$ cat src/rtl/time_display_scan.sv
// time_display_scan
// Reader side of the HH:MM:SS BCD time counter. Scans the six BCD digits onto
// an 8-digit common-anode multiplexed 7-segment display, one digit at a time.
// Positions 6 and 7 are driven blank so every digit gets the same duty cycle.
// The field selected by blink_sel flashes at BLINK_HZ.
//
// Ports
//   clk        : system clock
//   rst        : asynchronous, active-low reset
//   h_tens .. s_units : BCD time digits (codes 10..15 show a dash)
//   blink_sel  : field to flash, 00 none, 01 hours, 10 minutes, 11 seconds
//   display_en : 1 = display on, 0 = all anodes off (counters keep running)
//   an         : anode enables, active-low, one-hot-low while scanning
//   seg        : segments, active-low, bit0 = a .. bit6 = g
//   dp         : decimal point, active-low
module time_display_scan #(
  parameter int CLK_FREQ_HZ     = 100_000_000,
  parameter int REFRESH_HZ      = 1000,
  parameter int BLINK_HZ        = 2,
  parameter int BLANK_LEAD_ZERO = 0
) (
  input  logic       clk,
  input  logic       rst,
  input  logic [3:0] h_tens,
  input  logic [3:0] h_units,
  input  logic [3:0] m_tens,
  input  logic [3:0] m_units,
  input  logic [3:0] s_tens,
  input  logic [3:0] s_units,
  input  logic [1:0] blink_sel,
  input  logic       display_en,
  output logic [7:0] an,
  output logic [6:0] seg,
  output logic       dp
);

  localparam int DIV  = CLK_FREQ_HZ / REFRESH_HZ;
  localparam int BDIV = CLK_FREQ_HZ / (2 * BLINK_HZ);
  localparam int PW   = (DIV  > 1) ? $clog2(DIV)  : 1;
  localparam int BW   = (BDIV > 1) ? $clog2(BDIV) : 1;
  localparam logic [PW-1:0] PMAX = PW'(DIV - 1);
  localparam logic [BW-1:0] BMAX = BW'(BDIV - 1);

  localparam logic [6:0] SEG_BLANK = 7'h7F;

  logic [PW-1:0] r_presc;
  logic [2:0]    r_idx;
  logic [BW-1:0] r_bcnt;
  logic          r_bphase;
  logic [7:0]    r_an;
  logic [6:0]    r_seg;
  logic          r_dp;

  logic          w_tick;
  logic          w_bwrap;
  logic [3:0]    w_digit;
  logic          w_pos_blank;
  logic [1:0]    w_field;
  logic          w_blinked;
  logic          w_lead_blank;
  logic [7:0]    w_an;
  logic [6:0]    w_seg;
  logic          w_dp;

  function automatic logic [6:0] f_bcd_to_seg(input logic [3:0] d);
    logic [6:0] s;
    case (d)
      4'd0:    s = 7'h40;
      4'd1:    s = 7'h79;
      4'd2:    s = 7'h24;
      4'd3:    s = 7'h30;
      4'd4:    s = 7'h19;
      4'd5:    s = 7'h12;
      4'd6:    s = 7'h02;
      4'd7:    s = 7'h78;
      4'd8:    s = 7'h00;
      4'd9:    s = 7'h10;
      default: s = 7'h3F;  // invalid BCD shows a dash
    endcase
    return s;
  endfunction

  assign w_tick  = (r_presc == PMAX);
  assign w_bwrap = (r_bcnt == BMAX);

  always_comb begin
    w_digit     = 4'd0;
    w_pos_blank = 1'b0;
    w_field     = 2'b00;
    case (r_idx)
      3'd0: begin w_digit = s_units; w_field = 2'b11; end
      3'd1: begin w_digit = s_tens;  w_field = 2'b11; end
      3'd2: begin w_digit = m_units; w_field = 2'b10; end
      3'd3: begin w_digit = m_tens;  w_field = 2'b10; end
      3'd4: begin w_digit = h_units; w_field = 2'b01; end
      3'd5: begin w_digit = h_tens;  w_field = 2'b01; end
      default: w_pos_blank = 1'b1;
    endcase
  end

  // Positions 6/7 carry field 00, so they can never match a non-zero selection.
  assign w_blinked    = r_bphase && (blink_sel != 2'b00) && (blink_sel == w_field);
  assign w_lead_blank = (BLANK_LEAD_ZERO != 0) && (r_idx == 3'd5) && (h_tens == 4'd0);

  always_comb begin
    w_an  = display_en ? ~(8'd1 << r_idx) : 8'hFF;
    w_seg = (w_pos_blank || w_blinked || w_lead_blank) ? SEG_BLANK : f_bcd_to_seg(w_digit);
    // Separators after hours and minutes; a blinked digit hides its point too.
    w_dp  = !((r_idx == 3'd2 || r_idx == 3'd4) && !w_blinked);
  end

  always_ff @(posedge clk or negedge rst) begin
    if (!rst) begin
      r_presc  <= '0;
      r_idx    <= 3'd0;
      r_bcnt   <= '0;
      r_bphase <= 1'b0;
      r_an     <= 8'hFF;
      r_seg    <= SEG_BLANK;
      r_dp     <= 1'b1;
    end else begin
      // Refresh prescaler and scan index
      r_presc <= w_tick ? '0 : r_presc + 1'b1;
      if (w_tick) r_idx <= r_idx + 3'd1;
      // Blink generator, independent of the scan tick
      r_bcnt <= w_bwrap ? '0 : r_bcnt + 1'b1;
      if (w_bwrap) r_bphase <= ~r_bphase;
      // Output stage: pins follow current state with one cycle of latency
      r_an  <= w_an;
      r_seg <= w_seg;
      r_dp  <= w_dp;
    end
  end

  assign an  = r_an;
  assign seg = r_seg;
  assign dp  = r_dp;

endmodule

$ cat config.mk
export PLATFORM = sky130hd
export DESIGN_NAME = time_display_scan
export DESIGN_NICKNAME = d
export VERILOG_FILES = /design/src/rtl/time_display_scan.sv
export SDC_FILE = /design/constraint.sdc
export NUM_CORES = 1
export LEC_CHECK = 0
export BUFFER_PORTS_ARGS = -buffer_cell sky130_fd_sc_hd__buf_2
export CORE_ASPECT_RATIO = 0.6
export CORE_UTILIZATION = 35
export CTS_BUF_LIST = sky130_fd_sc_hd__clkbuf_2 sky130_fd_sc_hd__clkbuf_4 sky130_fd_sc_hd__clkbuf_8
export DETAILED_ROUTE_END_ITERATION = 8
export GPL_ROUTABILITY_DRIVEN = 1
export SYNTH_ARGS = -nofsm -noshare
export SYNTH_HDL_FRONTEND = slang
export SYNTH_SLANG_ARGS = --single-unit
export TNS_END_PERCENT = 30
$ cat constraint.sdc
create_clock -name clk -period 2.9 [get_ports clk]
set_input_delay 0.58 -clock clk [delete_from_list [all_inputs] [get_ports clk]]
set_output_delay 0.58 -clock clk [all_outputs]
set_load 0.01 [all_outputs]
Word-level counts from Yosys, hierarchy flattened --
Memory sizes are Yosys's and may differ from the RTL's. Index checks and enable logic that the tools add are counted.
Storage, ports and cells: bits in registers 62, memory bits (read-only) 112, input bits 29, output and inout port bits 16, word-level logic and storage cells 42, memories 1
Cells by class: add/sub/neg operators 3, eq/ne operators 8, shift-type cells 1, muxes and demuxes 7, bitwise gates (word level) 2, reduce and logical (&&, ||, !) cells 13
Memory list:
- (no name shown) | words 16, width 7, read ports 1, clocked after memory_dff 0, write ports 0, RTL line 67 | case (d)
Operators by type and width (count):
- $add A25 B1 Y25 const B | 1
- $eq A25 B25 Y1 const B | 1
- $mux W25 | 1
- $pmux W4 S6 | 1
- $add A17 B1 Y17 const B | 1
- $eq A17 B17 Y1 const B | 1
- $mux W17 | 1
- $mux W8 | 1
- $not A8 Y8 | 1
- $shl A1 B3 Y8 const A | 1
- $mux W7 | 1
- $eq A3 B2 Y1 const B | 2
- $eq A3 B3 Y1 const B | 2
- $pmux W2 S3 | 1
- $reduce_or A2 Y1 | 3
- $reduce_or A6 Y1 | 1
- $add A3 B1 Y3 const B | 1
- $eq A3 B1 Y1 const B | 1
- $logic_and A1 B1 Y1 | 3
- $logic_not A3 Y1 | 1
- $eq A2 B2 Y1 | 1
- $logic_not A1 Y1 | 2
- $logic_or A1 B1 Y1 | 2
- $reduce_bool A2 Y1 | 1
- other kinds (2) | 2

Depth between registers and ports, before layout --
word-level depth 8, gate-level depth with buffers 10, gate-level depth less buffers 9

Worst setup path before layout --
No wires, ideal clock.
kind register -> register, from register r_idx[2], to register r_seg[0], in the netlist seg[0], library setup time 0.086 ns, arrival time 2.220 ns, slack 0.594 ns, stages on the path, launching flop included 10, buffers on the path 2, clock period less this slack 2.306 ns, path through dfrtp_1 > buf_2 > buf_1 > inv_1 > ha_1 > nand2b_1 > a21boi_0 > a41oi_2 > or3b_1 > a2bb2oi_1
Between the ends: cells in the longest elaborated chain, start to end 7
RTL lines:
- from (decl) | RTL line 47 | logic [2:0] r_idx;
- from (signal assigned) | RTL line 124 | if (w_tick) r_idx <= r_idx + 3'd1;
- branches (longest 6 deep; another with $mem_v2 Z16 W7)
- $mux W7 (*) | RTL line 107 | w_seg = (w_pos_blank || w_blinked || w_lead_blank) ? SEG_BLANK : f_bcd_to_seg(w_digit);
- via w_seg[0] | RTL line 62 | logic [6:0] w_seg;
- to (signal assigned) | RTL line 130 | r_seg <= w_seg;
- to (decl) | RTL line 51 | logic [6:0] r_seg;
Mark *: on every way through the listed nets, which the timed path passes. A chain may end at the register's enable or synchronous reset.

Worst setup path after layout --
from register r_idx[0], to register r_seg[5], in the netlist seg[5]
Same word-level chain as after synthesis.

==> metrics.cfg <==
[drt]
vias = 2296
ant_nets = 0
drc = 0
drtIter0Drc = 187
drt-total-wl_um = 6440
wl_per_cell_um = 13.7
firstDrtPassIters = 4
via_per_inst = 4.90

[final_layout]
syn2layout_area_growth_pct = 17.5
finalCoreUtilization = 0.429
diodes = 0
num-nets-final = 394
drive_above_1_share = 0.261
fin_cells = 469

[clock_network]
cts-root-buf = clkbuf_8
cts_hold_buf = 0
clock_latency_ns = 0.35
cts_made_buffers = 9
cts.sinks = 62
path_clk_slew_ns = 0.07
cts_setup_buffers = 0
htreeDepth = 3
clock_path_buffers = 2
cts_resized = 0
cts_tree = done

[timing]
rsz0062_at_grt = no
fin_tns_setup_ns = 0
hold_viol = 0
fin_crit_ns = 2.51
setup_viol_count_final = 0
worst_pin_slew_ns = 0.589
post-route-period-util = 0.867
slew_headroom = 0.605
max_freq_mhz = 398
fin_ws_ns = 0.387
drv_slew = 0
skew_ns = 0.00903

[logic_synthesis]
synth_area_per_cell_um2 = 10.5
yosys.area_share.simple = 0.197
yosysMostFrequentCell = dfrtp_1
yosysTopAreaCellShare = 0.366
synth_top_family_by_area = simple AND/OR/NAND/NOR gates
synth_compound_area_frac = 0.0938
synth-edff-count = 0
synth_xor_area_frac = 0.103
synth.area.top_cells = dfrtp_1 37%, dfstp_2 13%, xnor2_1 5.8%, ha_1 5.2%, xor2_1 4.4%
muxShareOfSynthArea = 0.0203
ys_seq_area_frac = 0.499
synth-adder-area-share = 0.0516
ys_ff_latch = 62
yosysUniqueCellTypes = 51
syn_nets = 341
yosysWarnings = 0
synth_commonest_cells = 46 x dfrtp_1, 33 x nor2_1, 25 x nand2_1, 21 x xnor2_1
synth_top_area_cell = dfrtp_1
synthArstFlopShare = 1.00
synth_cells = 299
synthFlopType = dfrtp_1
netlist_area_um2 = 3150

[worst_setup_path]
cp-start-kind = register
rr_worst_depth = 8
path_class = register to register
worstReg2RegStart = r_idx[0]
reg2reg_slack_ns = 0.39
cp.required_ns = 3.15
crit_path_max_fanout = 12
r2r_end = seg[5]
cp-end-kind = register
crit_arrival_ns = 2.77
crit_start = r_idx[0]

[floorplan]
fp.dieH_um = 75.5
ios = 45
start_util = 0.365
fp-row-count = 26
die_w_um = 124
core_area_um2 = 8620
dieArea_um2 = 9390

[power_and_ir_drop]
power.density_nw_per_um2 = 463
max-vdd-ir-drop_mv = 0.176
p_leak_nw = 1.67

[global_routing]
grt_pass1_vias = 2228
grtUsageTotal = 0.152
grt_max_degree = 23
grt_pass1_wl_um = 10900
antenna_found_initial = 0
gr-total-overflow = 0

[placement]
gp_congestion = 0.779
hpwlAfterDp_um = 4700
post-place-ws_ns = 0.418
dp_cells = 453
numPortBuffers = 44

[run]
drv_cap = 0

[run_status]
status = completed

[worst_hold_path]
min_path_type = primary input to asynchronous set/reset pin

==> report_power, final <==
part	switching (mW)	internal (mW)	total, mW
combinational	0.0525	0.0386	0.0912
clock	0.329	0.410	0.739
sequential	0.00224	0.881	0.883
==> per-stage QoR <==
step | power (mW) | instance area (µm²) | hold slack (ns)
final | 1.71 | 3700 | 0.195
after global routing | 1.79 | 3700 | 0.219
after CTS | 1.74 | 3700 | 0.188
after detailed placement | 0.991 | 3510 | 0.485
after global placement | 0.991 | 3510 | 0.469
after floorplan | 0.935 | 3150 | 0.284
==> worst max-delay path: stages, from the launching register on <==
cell and delay [ns]:
dfrtp_1 0.40, inv_1 0.13, ha_1 0.43, a22oi_1 0.17, o221ai_1 0.40, inv_1 0.20
ha_1 0.25, mux2_2 0.25, a2bb2oi_1 0.19
==> cells in the final DEF (no fill, tap or decap), types with 4 or more instances in the layout <==
master     instances
buf_4              7
o21ai_0            7
nand3_1           16
clkinv_2           4
dfstp_2           16
a22oi_1            8
clkbuf_8           9
ha_1              13
a21oi_1            8
inv_1             16
nand2_1           25
nand4_1            5
nor3_1             4
xnor2_1           21
dfrtp_1           46
a2bb2oi_1          4
xor2_1            16
nor2_1            33
and3_1             6
buf_2             44
==> final cells by class <==
type	instances	area, µm²
multi-input combinational	212	1470
inverter	16	60.1
clock inverter	5	50.0
sequential	62	1570
tap	112	140
fill	834	4920
timing repair buffer	51	273
clock buffer	11	139
==> sequential cells by signal, summed over array words and instances (netlist names) <==
name,count
r_bphase,1
seg,7
dp,1
an,8
r_presc,17
r_idx,3
r_bcnt,25
==> layer usage <==
| metal | share of wire | GRT usage | vias up |
|---|---|---|---|
| met5 | 0 | 0 | - |
| met3 | 0.041 | 0.0527 | 4 |
| li1 | - | - | 1145 |
| met1 | 0.54 | 0.207 | 1097 |
| met4 | 0.0050 | 0.0602 | 0 |
| met2 | 0.42 | 0.223 | 50 |
==> cell families after synthesis <==
group	Yosys count
XOR/XNOR	37
adder cells (fa/ha/maj)	13
multiplexers	6
AO/OA/AOI/OAI	41
AND/OR/NAND/NOR	115
buffers and inverters	25
flip-flops	62
==> worst max-delay path by stage <==
stage | to | slack, ns | depth (start not counted)
floorplan | seg[0] | 0.59 | 9
detailed placement | seg[5] | 0.42 | 8
global route | seg[5] | 0.09 | 8
CTS | seg[5] | 0.38 | 8
global placement | seg[5] | 0.63 | 8
finish | seg[5] | 0.39 | 8
No activity file was read; power rests on OpenSTA's default activity.
